--- src/rtl/pc_gen_pkg.sv ---
// Shared definitions for the fetch-stage program counter: legacy chip-enable /
// reset macros, the address bus macro, the FSM state encoding and an alignment helper.
`ifndef PC_GEN_DEFINES_SVH
`define PC_GEN_DEFINES_SVH
`define RstEnable   1'b1
`define ChipEnable  1'b1
`define ChipDisable 1'b0
`define InstAddrBus 31:0
`endif

package pc_gen_pkg;

    typedef enum logic [1:0] {
        PC_BOOT = 2'b00,
        PC_RUN  = 2'b01,
        PC_HOLD = 2'b10
    } pc_state_e;

    // Mask that clears the low log2(inst_bytes) address bits; inst_bytes is a power of two.
    function automatic logic [63:0] align_mask(input int inst_bytes);
        return ~(64'(inst_bytes) - 64'd1);
    endfunction

endpackage

--- src/rtl/pc_redirect_buf.sv ---
// Holds one branch target captured while the pipeline is stalled; a later
// capture overwrites the stored target, and clear wins over capture.
module pc_redirect_buf
    import pc_gen_pkg::*;
#(
    parameter int ADDR_W = 32
) (
    input  logic              clk,
    input  logic              rst,
    input  logic              clear_i,
    input  logic              capture_i,
    input  logic [ADDR_W-1:0] addr_i,
    output logic [ADDR_W-1:0] pend_addr_o,
    output logic              pend_valid_o
);

    logic [ADDR_W-1:0] pend_addr_q;
    logic              pend_valid_q;

    always_ff @(posedge clk) begin
        if (rst == `RstEnable) begin
            pend_addr_q  <= '0;
            pend_valid_q <= 1'b0;
        end else if (clear_i) begin
            pend_valid_q <= 1'b0;
        end else if (capture_i) begin
            pend_addr_q  <= addr_i;
            pend_valid_q <= 1'b1;
        end
    end

    assign pend_addr_o  = pend_addr_q;
    assign pend_valid_o = pend_valid_q;

endmodule

--- src/rtl/pc_gen.sv ---
// Fetch-stage PC generator with stall hold, buffered branch redirect and flush.
// Define PC_GEN_PERF_EN to add saturating fetch/stall/redirect counters.
module pc_gen
    import pc_gen_pkg::*;
#(
    parameter int                ADDR_W       = 32,
    parameter logic [ADDR_W-1:0] RESET_VECTOR = '0,
    parameter int                INST_BYTES   = 4
) (
    input  logic              clk,
    input  logic              rst,
    input  logic              stall,
    input  logic              flush,
    input  logic [ADDR_W-1:0] new_pc,
    input  logic              branch_flag_i,
    input  logic [ADDR_W-1:0] branch_target_address_i,
    output logic [ADDR_W-1:0] pc,
    output logic              ce,
    output logic              redirect_pending
`ifdef PC_GEN_PERF_EN
    ,
    output logic [31:0]       fetch_cnt,
    output logic [31:0]       stall_cnt,
    output logic [15:0]       redirect_cnt
`endif
);

    localparam logic [ADDR_W-1:0] ALIGN_MASK = ADDR_W'(align_mask(INST_BYTES));
    localparam logic [ADDR_W-1:0] PC_INC     = ADDR_W'(INST_BYTES);

    pc_state_e         state_q;
    logic [ADDR_W-1:0] pc_q;
    logic              ce_q;

    logic [ADDR_W-1:0] flush_tgt;
    logic [ADDR_W-1:0] branch_tgt;
    logic [ADDR_W-1:0] pend_addr;
    logic              pend_valid;
    logic              active;
    logic              pend_capture;
    logic              pend_clear;
    logic              pc_load;

    assign flush_tgt  = new_pc & ALIGN_MASK;
    assign branch_tgt = branch_target_address_i & ALIGN_MASK;
    assign active     = (state_q == PC_RUN) || (state_q == PC_HOLD);

    // Flush discards the buffer; releasing the stall consumes it (a fresh branch
    // in that same cycle still wins over the buffered target).
    assign pend_capture = active && !flush && stall && branch_flag_i;
    assign pend_clear   = active && (flush || (!stall && pend_valid));
    assign pc_load      = active && (flush || (!stall && (pend_valid || branch_flag_i)));

    pc_redirect_buf #(
        .ADDR_W (ADDR_W)
    ) u_redirect_buf (
        .clk          (clk),
        .rst          (rst),
        .clear_i      (pend_clear),
        .capture_i    (pend_capture),
        .addr_i       (branch_tgt),
        .pend_addr_o  (pend_addr),
        .pend_valid_o (pend_valid)
    );

    always_ff @(posedge clk) begin
        if (rst == `RstEnable) begin
            state_q <= PC_BOOT;
            ce_q    <= `ChipDisable;
            pc_q    <= RESET_VECTOR;
        end else begin
            case (state_q)
                PC_BOOT: begin
                    // First enabled fetch is the reset vector itself.
                    state_q <= PC_RUN;
                    ce_q    <= `ChipEnable;
                    pc_q    <= RESET_VECTOR;
                end
                PC_RUN, PC_HOLD: begin
                    ce_q <= `ChipEnable;
                    if (flush) begin
                        pc_q    <= flush_tgt;
                        state_q <= PC_RUN;
                    end else if (stall) begin
                        if (branch_flag_i) begin
                            state_q <= PC_HOLD;
                        end
                    end else if (pend_valid) begin
                        pc_q    <= branch_flag_i ? branch_tgt : pend_addr;
                        state_q <= PC_RUN;
                    end else if (branch_flag_i) begin
                        pc_q <= branch_tgt;
                    end else begin
                        pc_q <= pc_q + PC_INC;
                    end
                end
                default: begin
                    state_q <= PC_BOOT;
                    ce_q    <= `ChipDisable;
                    pc_q    <= RESET_VECTOR;
                end
            endcase
        end
    end

    assign pc               = pc_q;
    assign ce               = ce_q;
    assign redirect_pending = pend_valid;

`ifdef PC_GEN_PERF_EN
    logic [31:0] fetch_cnt_q;
    logic [31:0] stall_cnt_q;
    logic [15:0] redirect_cnt_q;

    always_ff @(posedge clk) begin
        if (rst == `RstEnable) begin
            fetch_cnt_q    <= '0;
            stall_cnt_q    <= '0;
            redirect_cnt_q <= '0;
        end else begin
            if (ce_q == `ChipEnable && !stall && fetch_cnt_q != '1) begin
                fetch_cnt_q <= fetch_cnt_q + 32'd1;
            end
            if (ce_q == `ChipEnable && stall && stall_cnt_q != '1) begin
                stall_cnt_q <= stall_cnt_q + 32'd1;
            end
            if (pc_load && redirect_cnt_q != '1) begin
                redirect_cnt_q <= redirect_cnt_q + 16'd1;
            end
        end
    end

    assign fetch_cnt    = fetch_cnt_q;
    assign stall_cnt    = stall_cnt_q;
    assign redirect_cnt = redirect_cnt_q;
`endif

endmodule

--- config.mk ---
export PLATFORM = sky130hd
export DESIGN_NAME = pc_gen
export DESIGN_NICKNAME = d
export VERILOG_FILES = /design/src/rtl/pc_gen_pkg.sv /design/src/rtl/pc_redirect_buf.sv /design/src/rtl/pc_gen.sv
export SDC_FILE = /design/constraint.sdc
export NUM_CORES = 1
export LEC_CHECK = 0
export BUFFER_PORTS_ARGS = -buffer_cell sky130_fd_sc_hd__buf_2
export CAP_MARGIN = 20
export CORE_MARGIN = 4
export CORE_UTILIZATION = 50
export CTS_BUF_LIST = sky130_fd_sc_hd__clkbuf_4 sky130_fd_sc_hd__clkbuf_8
export DETAILED_ROUTE_END_ITERATION = 12
export PLACE_DENSITY = 0.79
export SLEW_MARGIN = 20
export SYNTH_ARGS = -nofsm -noshare
export SYNTH_HDL_FRONTEND = slang
export SYNTH_SLANG_ARGS = --single-unit
--- constraint.sdc ---
create_clock -name clk -period 2.1 [get_ports clk]
set_clock_uncertainty 0.15 [all_clocks]
set_input_delay 0.21 -clock clk [delete_from_list [all_inputs] [get_ports clk]]
set_output_delay 0.21 -clock clk [all_outputs]
set_load 0.02 [all_outputs]
After elaboration in Yosys (flattened, before gate mapping). Index checks and enable logic that the tools add are counted.

Register bits after elaboration: 66. Input bits: 69.

Multiplexer cells: 11. Reduce and logical (&&, ||, !) cells: 17. Bitwise operators: 2. $add $sub $neg: 1. Equality and inequality tests: 5.

Operator list (number): $mux W32 (5); $add A32 B3 Y32 const B (1); $mux W2 (4); $reduce_or A2 Y1 (3); $reduce_or A3 Y1 (2); $logic_and A1 B1 Y1 (5); $ne A4 B3 Y1 const B (1); $ne A4 B4 Y1 const B (1); $pmux W2 S2 (1); $reduce_and A2 Y1 (2); $eq A2 B1 Y1 const B (1); $eq A2 B2 Y1 const B (1); $logic_not A1 Y1 (2); $logic_not A2 Y1 (1); $logic_or A1 B1 Y1 (2); $ne A2 B1 Y1 const B (1); $not A1 Y1 (2); $mux W1 (1).

Longest topological paths before layout. Gate-level depths: netlist of run 1.

Depth in word-level cells: 6. Depth in mapped cells: 7. Gate-level depth less buffers: 6.

By module. A second synthesis of run 1 with hierarchy kept.

Cell total of the unflattened synthesis: 517. Area, all modules: 4171.5 um2.

Modules (own cells, without submodules): pc_gen (sequential area each 700.7 um2, area each 2680.1 um2, cells each 369, instances 1); pc_redirect_buf (sequential area each 660.6 um2, area each 1491.4 um2, cells each 148, instances 1).

Least setup slack after synthesis of run 1. No wires, ideal clock.

Path type: reg2reg. Start point: reg pc_q[2] (netlist: pc[2]). End point: reg pc_q[28] (netlist: pc[28]). Path buffers: 1. Path slack: -0.213 ns. Clock period less this slack: 2.313 ns. Stages on the path, launching flop included: 7. Arrival: 2.072 ns. Library setup time: 0.091 ns. Cells stage by stage: dfxtp_1 > ha_1 > nand4_1 > or3_1 > clkbuf_1 > or4_1 > a311oi_1.

Longest elaborated chain between the ends: 5.

Ends and longest elaborated chain: start: declaration (RTL line pc_gen.sv:32) `logic [ADDR_W-1:0] pc_q;`; start signal: assignment (RTL line pc_gen.sv:82) `pc_q <= flush_tgt;`; start signal: assignment (RTL line pc_gen.sv:89) `pc_q <= branch_flag_i ? branch_tgt : pend_addr;`; start signal: assignment (RTL line pc_gen.sv:92) `pc_q <= branch_tgt;`; $add A32 B3 Y32 (RTL line pc_gen.sv:94) `pc_q <= pc_q + PC_INC;`; $mux W32 (RTL line pc_gen.sv:91) `end else if (branch_flag_i) begin`; $mux W32 (RTL line pc_gen.sv:88) `end else if (pend_valid) begin`; $mux W32 (RTL line pc_gen.sv:84) `end else if (stall) begin`; $mux W32 (RTL line pc_gen.sv:81) `if (flush) begin`.

Every way passes these cells. The select of a mux whose other input is x is not followed. A chain may end at the register's enable or synchronous reset.

Final worst setup path of run 1.
Start point: reg pc_q[2] (netlist: pc[2]). End point: reg pc_q[26] (netlist: pc[26]).

The elaborated chain is that of the path after synthesis.

==> results of run 1 <==
## cell families after synthesis
logic type	count (synthesis)	share of synthesized area, %
buffers and inverters	55	5.33
and+or+nand+nor	265	32.6
muxes	4	0.998
DFF	66	32.9
AOI/OAI and AO/OA	172	25.7
xor gates and xnor gates	7	1.53
adders and majority gates	3	0.935
## cells in the mapped netlist, types with 2 or more instances
master	n	area, um^2
nor2_1	23	86.3
ha_1	3	37.5
nand3_1	11	55.1
o21ai_0	52	260
clkbuf_1	42	158
nand2b_1	3	18.8
nor3b_1	9	67.6
a211o_1	2	17.5
or2_2	2	12.5
a31oi_1	6	37.5
o21a_1	2	15.0
and3_1	8	50.1
nor3_1	12	60.1
inv_1	11	41.3
nand4_1	5	31.3
and4_1	4	35.0
nor4_1	10	62.6
or4_1	9	67.6
o21bai_1	2	15.0
mux2i_1	4	40.0
nor4b_1	2	17.5
a311oi_1	16	140
o211a_1	2	20.0
nand2_1	130	488
o31ai_1	12	90.1
nor2b_1	24	150
a21oi_1	65	325
a211oi_1	3	22.5
or3_1	6	37.5
a221oi_1	3	26.3
dfxtp_1	66	1320
xnor2_1	7	61.3
o2111ai_1	2	17.5
## worst max-delay path, delay by kind of cell, from the launching register on
kind	cells	cell delay [ps]
AO/OA/AOI/OAI	1	240
AND/OR/NAND/NOR	3	1060
adder cells (fa/ha/maj)	1	150
flip-flops	1	400
## final cells by class
cell class | count | share of cell area [%]
multi-input cells | 452 | 46.9
clock inverters | 6 | 1.63
flip-flops and latches | 66 | 24.7
repair buffers | 171 | 21.1
inverters | 11 | 0.758
clock buffers | 10 | 2.53
well taps | 102 | 2.34
## timing repair
action / in CTS / in global routing
hold endpoints to repair: 35 / 0
resized for setup: 2 / 12
setup buffers: 0 / 3
pin swaps: 1 / 9
gates cloned: 0 / 1
hold buffers: 34 / 0
setup endpoints to repair: 4 / 12
## through the flow
stage	total power, mW	util (%)	setup slack [ps]	instance area [um^2]	setup TNS (ps)
2_1_floorplan	1.72	-	13.3	4050	0
3_3_place_gp	1.95	61.6	37.4	4790	0
3_5_place_dp	1.97	61.6	-18.9	4790	-20.9
4_1_cts	3.24	69.0	2.92	5360	0
5_1_grt	3.39	70.1	-26.6	5450	-77.5
6_report	3.26	70.1	18.1	5450	0
## flip-flops by register name (all words and copies together) (netlist names)
register                     count
pc                              32
u_redirect_buf.pend_addr_o      30
state_q                          2
ce                               1
u_redirect_buf.pend_valid_o      1
## worst min path at each step
| stage | start | end | slack (ps) |
|---|---|---|---|
| detailed placement | u_redirect_buf.pend_addr_o[3]$_SDFFE_PP0P_ | u_redirect_buf.pend_addr_o[3]$_SDFFE_PP0P_ | 300 |
| finish | new_pc[6] | pc[6]$_SDFFE_PP0P_ | -1 |
| floorplan | branch_target_address_i[8] | u_redirect_buf.pend_addr_o[8]$_SDFFE_PP0P_ | 200 |
| CTS | new_pc[6] | pc[6]$_SDFFE_PP0P_ | 2 |
| global placement | u_redirect_buf.pend_addr_o[8]$_SDFFE_PP0P_ | u_redirect_buf.pend_addr_o[8]$_SDFFE_PP0P_ | 290 |
| global route | flush | pc[1]$_SDFFE_PP0N_ | 2 |
## cell usage in the layout (no fill, tap or decap), types with 4 or more instances in the layout
cell type,n
nor3b_1,9
o31ai_1,11
a311oi_1,13
mux2i_1,4
nor2_1,22
xnor2_1,7
or4_4,6
a21oi_1,65
dfxtp_1,55
a31oi_1,6
and3_1,8
nand4_1,5
dlygate4sd3_1,34
nor3_1,12
nand2_1,130
o21ai_0,52
dfxtp_2,6
or3_1,5
and4_1,4
nor2b_1,23
buf_2,98
dfxtp_4,5
nand3_1,10
nor4_1,10
inv_1,11
buf_4,37
clkbuf_8,10
or4_1,5
## power by group
group	internal (mW)	leakage, nW	switching [mW]
clock network	0.703	0.109	0.541
logic	0.282	1.47	0.384
registers	1.30	0.542	0.0504
## per-layer routing
layer / wire length, um / GRT usage, % / vias up
li1: - / - / 2329
met1: 5600 / 34.7 / 2258
met2: 6370 / 45.1 / 247
met3: 1140 / 4.95 / 40
met4: 603 / 14.0 / 0
met5: 0 / 0 / -
==> reports/results.txt, run 1 <==
status: finished, violations left
failing checks: hold timing
Final Non-Filler Cells: 818
leakage power: 2.12 nW
Synth Area per Inst: 7.02 um^2
CP Cell Sequence: ha_4 > nand4_1 > or3_4 > or4_1 > a311oi_1
share of cells above drive strength 1: 25.6%
final hold violation count: 1
Reg2Reg Depth: 5
Least-Margin Pin Slew: 502 ps
crit path from: pc[2]$_SDFFE_PP0P_
mapped cell area: 4010 um^2
Starting Density: 51.7%
core region area: 7770 um^2
maximum VDD drop: 0.494 mV
Synth Register Bits: 66
I/O Buffers: 98
RePlAce Congestion: 0.914
FP Rows: 32
antenna-violating nets left: 0
Crit-path slowest cell: or3_4
WP data required: 2220 ps
CP Max Fanout: 6
WHS: -1.27 ps
TritonCTS buffer count: 9
Post-Syn Nets: 644
Top Ports: 103
Slew Viols, Final: 0
die height: 97.6 um
register area share after synthesis: 32.9%
placed cell count: 764
# DRC: 0
TritonCTS clock tree: yes
fillers: 621
Worst slew margin: 66.2%
routed vias/inst: 5.96
Ant. Diodes: 0
top_reg_cell synth: dfxtp_1
final WL: 13.7 mm
initial antenna violation count: 0
CTS Sinks: 66
pwr dens: 598 nW/um^2
Final Critical Period: 2080 ps
Nets: 783
register area: 1350 um^2
critical path class: register to register
hpwl dp: 9.28 mm
largest stage delay on the critical path: 480 ps
GRT Overall Usage: 27.6%
Die W: 97.6 um
total gr overflow: 0
max cap viols: 0
FF-to-FF Start: pc[2]$_SDFFE_PP0P_
Max Root-Sink Buffers: 2
clock latency on the worst-skew pair: 350 ps
vias in the first global route: 4457
Final setup viols: 0
YS warnings: 0
routed via count: 4874
P&R area growth vs syn: 35.7%
Worst setup SP type: register
Clk pin slew, worst setup/hold paths: 80 ps
drt first-iter violations: 419
worst min path class: input pin to register
crit end category: register
average wire per standard cell: 16.8 um
f_max: 0.480 GHz
Tcrit/Tclk final: 99.1%
area of the multi-input gates: 2560 um^2
Clock H-tree levels: 3
Root Buffer: clkbuf_8
TritonRoute pass-1 iters: 6
R2R Setup Slk: 20 ps
Post-synth EDFFs: 0
Distinct cells, synth: 47
die area: 9520 um^2
ys async rst share: 0%
RSZ-0062 raised after global routing: true
first-pass GRT wire length: 21.7 mm
r2r endpoint: pc[26]$_SDFFE_PP0P_
largest net degree at the start of global routing: 36
Worst Setup EP: pc[26]$_SDFFE_PP0P_
Hold Path Depth: 3
crit path DAT: 2200 ps
cells after synthesis: 572
Power figures use the tool's default switching activity.
==> run 2, diff against run 1 <==
Settings changed: ABC_AREA set to 1, GPL_ROUTABILITY_DRIVEN set to 0.
==> reports/results.txt, run 2 <==
status: finished clean
TritonCTS clock tree: yes
die height: 96.6 um
routed vias/inst: 5.44
RSZ-0062 raised after global routing: false
top cells by count, synth: nand2_1, inv_1, a21oi_1, dfxtp_1, o21ai_0
Post-synth EDFFs: 0
hpwl dp: 8.21 mm
f_max: 0.513 GHz
YS warnings: 0
mapped cell area: 3920 um^2
Switching Share: 28.5%
register share of total power: 43.7%
Ant. Diodes: 0
die area: 9320 um^2
WP data required: 2200 ps
Nets: 766
Distinct cells, synth: 36
CP Max Fanout: 9
Tcrit/Tclk final: 92.7%
crit path from: pc[2]$_SDFFE_PP0P_
TritonRoute pass-1 iters: 5
Worst setup SP type: register
Least-Margin Pin Slew: 490 ps
most frequent cells in the layout: nand2_1, buf_2, inv_1, a21oi_1, dfxtp_1
Top Ports: 103
pwr dens: 644 nW/um^2
Die W: 96.6 um
max cap viols: 0
Final setup viols: 0
Pint: 2.23 mW
Place WS: 220 ps
final WL: 11.6 mm
Synth Register Bits: 66
Worst slew margin: 67.2%
Clk pin slew, worst setup/hold paths: 80 ps
critical path class: register to register
Root Buffer: clkbuf_8
core region area: 7690 um^2
maximum VDD drop: 0.384 mV
fillers: 710
Synth area leader: dfxtp_1
Synth top area share: 33.7%
share of cells above drive strength 1: 24.5%
first-pass GRT wire length: 18.2 mm
setup tns final: 0 ps
TritonCTS buffer count: 9
setup slack after layout: 153 ps
P&R area growth vs syn: 23.3%
WHS: 1.28 ps
combinational power share: 17.2%
Post-Syn Nets: 663
routed via count: 4359
CTS Sinks: 66
total gr overflow: 0
FF-to-FF Start: pc[2]$_SDFFE_PP0P_
Clock H-tree levels: 3
worst min path class: input pin to register
R2R Setup Slk: 150 ps
# DRC: 0
Starting Density: 51.0%
FP Rows: 32
crit end category: register
drt first-iter violations: 250
antenna-violating nets left: 0
Synth area leaders: dfxtp_1, nand2_1, a21oi_1, inv_1, o21ai_0
largest net degree at the start of global routing: 33
leakage power: 1.95 nW
clock power share: 39.2%
Slew Viols, Final: 0
clock latency on the worst-skew pair: 350 ps
most common cell after layout, fill and taps aside: nand2_1
crit path DAT: 2040 ps
I/O Buffers: 98
Synth Area per Inst: 6.63 um^2
Switch Pwr: 0.888 mW
Max Root-Sink Buffers: 2
average wire per standard cell: 14.4 um
ys async rst share: 0%
vias in the first global route: 3962
top_reg_cell synth: dfxtp_1
max FFs per register: 32
cells after synthesis: 591
final hold violation count: 0
GRT Overall Usage: 25.0%
initial antenna violation count: 0
HP Start: branch_target_address_i[25]
most common cell in the netlist: nand2_1
register area share after synthesis: 33.7%
Final Critical Period: 1950 ps
==> run 2: changes by cell type after synthesis, moves of 10 or more <==
cell / delta
o31ai_1: -11
nor2b_1: -24
inv_1: +69
nand2_1: -19
a311oi_1: -16
nor2_1: +21
nand3_1: +23
clkbuf_1: -27
nor4_1: -10
==> run 2: power groups by stage <==
stage               sequential [mW]  clock (mW)  combinational (mW)
floorplan                      1.42           0               0.288
global placement               1.38           0               0.504
detailed placement             1.39           0               0.518
CTS                            1.36        1.23               0.531
global route                   1.37        1.29               0.590
finish                         1.36        1.22               0.534
==> run 2: layout make-up <==
class	instances	area (um^2)	area share, %
Timing Repair Buffer	121	693	14.3
Tap cell	102	128	2.64
Multi-Input combinational cell	410	2150	44.4
Clock inverter	5	77.6	1.60
Sequential cell	66	1320	27.3
Clock buffer	11	145	3.00
Inverter	86	323	6.68
==> run 2: worst paths after layout <==
check / end / depth (start not counted)
min reg2reg: u_redirect_buf.pend_addr_o[12]$_SDFFE_PP0P_ / 2
max reg2reg: pc[30]$_SDFFE_PP0P_ / 10
min: u_redirect_buf.pend_addr_o[25]$_SDFFE_PP0P_ / 3
max: pc[30]$_SDFFE_PP0P_ / 10
==> run 2: worst max-delay path, stage by stage, from the launching register on <==
cell	delay (ps)
dfxtp_1	420
ha_1	220
nand2_1	100
nor2_4	140
nand3_2	160
nor2_4	240
nand3_1	130
nand2_1	90
nand3_1	60
nand2_1	80
a21oi_2	50
==> run 2: kinds of logic (layout without fill, tap and decap cells) <==
kind of cell / Yosys count / count (layout) / synth area share, %
AND/OR/NAND/NOR: 238 / 238 / 28.2
AO/OA/AOI/OAI: 167 / 167 / 25.1
buffers and inverters: 115 / 223 / 11.6
flip-flops: 66 / 66 / 33.7
adder cells (fa/ha/maj): 3 / 3 / 0.957
XOR/XNOR: 2 / 2 / 0.447
==> run 2: repair_timing <==
| action | in CTS | in global routing |
|---|---|---|
| resized for setup | 0 | 0 |
| hold buffers | 7 | 0 |
| buffers inserted | 0 | 0 |
| hold endpoints to repair | 7 | 0 |
==> run 2: layer usage <==
layer / wire length, um / GRT usage, % / vias up / share of wire, %
met5: 0 / 0 / - / 0
met1: 4910 / 32.7 / 1990 / 42
met3: 982 / 3.87 / 21 / 8.5
met2: 5460 / 41.6 / 181 / 47
met4: 206 / 9.58 / 0 / 1.8
li1: - / - / 2167 / -
==> run 2: through the flow <==
stage | instances | total power [mW] | util (%) | area [um^2]
after floorplan | 591 | 1.70 | - | 3920
after global placement | 778 | 1.89 | 59.1 | 4540
after detailed placement | 778 | 1.90 | 59.1 | 4540
after CTS | 801 | 3.12 | 62.9 | 4830
after global routing | 801 | 3.24 | 62.9 | 4830
final | 801 | 3.11 | 62.9 | 4830
==> run 3, diff against run 2 <==
Settings changed: PLACE_DENSITY 0.79 to 0.78, SYNTH_HIERARCHICAL set to 1.
==> reports/results.txt, run 3 <==
status: finished clean
pwr dens: 586 nW/um^2
WP data required: 2190 ps
Worst setup SP type: register
Distinct cells, synth: 34
average wire per standard cell: 14.7 um
maximum VDD drop: 0.393 mV
register area share after synthesis: 32.0%
most common cell in the netlist: nand2_1
CTS Sinks: 68
TritonCTS clock tree: yes
Synth Area per Inst: 6.51 um^2
routed vias/inst: 5.48
Tcrit/Tclk final: 90.3%
WHS: 1.04 ps
CP Cell Sequence: ha_1 > nand2_1 > nor2_4 > nand3_2 > nor2_2 > nand3_1 > nand2_1 > nand3_1 > nand2_1 > a21oi_1
Starting Density: 51.6%
Crit-path slowest cell: dfxtp_1
GRT Overall Usage: 25.4%
final hold violation count: 0
R2R Setup Slk: 200 ps
total gr overflow: 0
share of cells above drive strength 1: 23.7%
Max Root-Sink Buffers: 2
Placed Area: 4820 um^2
f_max: 0.528 GHz
first-pass GRT wire length: 20.8 mm
Nets: 829
YS warnings: 6
largest net degree at the start of global routing: 31
initial antenna violation count: 0
worst min path class: input pin to register
top_reg_cell synth: dfxtp_1
clock latency on the worst-skew pair: 350 ps
Least-Margin Pin Slew: 572 ps
CP Max Fanout: 6
P&R area growth vs syn: 19.8%
leakage power: 2.27 nW
clock power share: 33.6%
Post-synth EDFFs: 0
I/O Buffers: 98
Die W: 100 um
crit path DAT: 1980 ps
most frequent cells in the layout: nand2_1, nor2_1, buf_2, inv_1, dfxtp_1
drt first-iter violations: 510
Ant. Diodes: 0
mapped cell area: 4260 um^2
largest stage delay on the critical path: 400 ps
critical path class: register to register
crit end category: register
Clock H-tree levels: 3
Worst slew margin: 61.8%
TritonCTS buffer count: 9
RSZ-0062 raised after global routing: false
Synth Register Bits: 68
Switch Pwr: 0.908 mW
top cells by count, synth: nand2_1, nor2_1, inv_1, dfxtp_1, nand3_1
# DRC: 0
register share of total power: 47.0%
most common cell after layout, fill and taps aside: nand2_1
final WL: 12.7 mm
Final Critical Period: 1900 ps
Slew Viols, Final: 0
max cap viols: 0
ys async rst share: 0%
die height: 100 um
CP most frequent cell: nand2_1
Root Buffer: clkbuf_8
Synth top area share: 32.0%
Final setup viols: 0
Pint: 2.08 mW
Synth area leaders: dfxtp_1, nand2_1, nor2_1, inv_1, nand3_1
setup tns final: 0 ps
Switching Share: 30.4%
setup slack after layout: 204 ps
routed via count: 4738
cells after synthesis: 654
core region area: 8260 um^2
vias in the first global route: 4395
Clk pin slew, worst setup/hold paths: 70 ps
hpwl dp: 9.08 mm
combinational power share: 19.4%
Top Ports: 103
Synth area leader: dfxtp_1
FP Rows: 33
die area: 10100 um^2
final instance area: 5100 um^2
Core Util, Final: 61.8%
TritonRoute pass-1 iters: 5
antenna-violating nets left: 0
Place WS: 134 ps
==> run 3: changes by cell type after synthesis, moves of 6 or more <==
cell	before	now
nor2_1	44	108
a21oi_1	68	21
nand2_1	111	144
o21ai_0	57	24
nand3_1	34	60
o221a_2	0	21
or2_2	8	0
a221oi_2	7	0
a31oi_1	7	13
xnor2_1	0	6
==> run 3: power groups by stage <==
stage | combinational (mW) | sequential [mW] | clock (mW)
2_1_floorplan | 0.328 | 1.46 | 0
3_5_place_dp | 0.553 | 1.43 | 0
5_1_grt | 0.644 | 1.41 | 1.07
6_report | 0.580 | 1.41 | 1.00
3_3_place_gp | 0.544 | 1.43 | 0
4_1_cts | 0.571 | 1.40 | 1.00
==> run 3: critical path, delay by kind of cell, from the launching register on <==
kind | cells | cell delay, ps
AO/OA/AOI/OAI | 1 | 50
adder cells (fa/ha/maj) | 1 | 190
AND/OR/NAND/NOR | 8 | 1010
flip-flops | 1 | 400
==> run 3: cells by family after synthesis <==
kind of cell | Yosys count | synth area share, %
DFF | 68 | 32.0
xor gates and xnor gates | 12 | 2.47
adders and majority gates | 3 | 0.881
AOI/OAI and AO/OA | 104 | 16.7
and+or+nand+nor | 345 | 35.8
buffers and inverters | 121 | 12.2
other | 1 | 0.0880
==> run 3: path summary, 6_finish.rpt <==
| path | start | endpoint | cells after the start |
|---|---|---|---|
| setup / recovery | pc[3]$_SDFFE_PP0P_ | pc[24]$_SDFFE_PP0P_ | 10 |
| hold / removal | new_pc[13] | pc[13]$_SDFFE_PP0P_ | 3 |
| hold reg to reg | u_redirect_buf/pend_addr_o[1]$_SDFFE_PP0P_ | pc[1]$_SDFFE_PP0N_ | 2 |
| setup reg to reg | pc[3]$_SDFFE_PP0P_ | pc[24]$_SDFFE_PP0P_ | 10 |
==> run 3: routing by layer <==
metal	up-vias	track usage (%)	part of all wire (%)	routed length, um
li1	2319	-	-	-
met2	233	42.7	48	6150
met5	-	0	0	0
met1	2167	34.0	42	5350
met3	19	3.68	8.6	1090
met4	0	7.15	1.0	131
==> run 3: stage by stage <==
step,instances,power [mW]
floorplan,655,1.79
global placement,841,1.97
detailed placement,841,1.99
CTS,865,2.98
global route,865,3.13
finish,865,2.99
==> run 3: timing repair <==
| item | 4_1_cts | 5_1_grt |
|---|---|---|
| buffers inserted | 0 | 0 |
| gates resized for setup | 0 | 1 |
| endpoints found under the setup margin | 0 | 26 |
| hold buffers | 10 | 0 |
| endpoints found under the hold margin | 11 | 0 |
==> run 3: area by class of cell <==
class                      count  area, um^2
tap                          105         131
clock buffer                  12         165
fill                         791        3150
sequential                    68        1360
multi-input combinational    466        2390
inverter                      90         338
timing repair buffer         122         708
clock inverter                 2        10.0
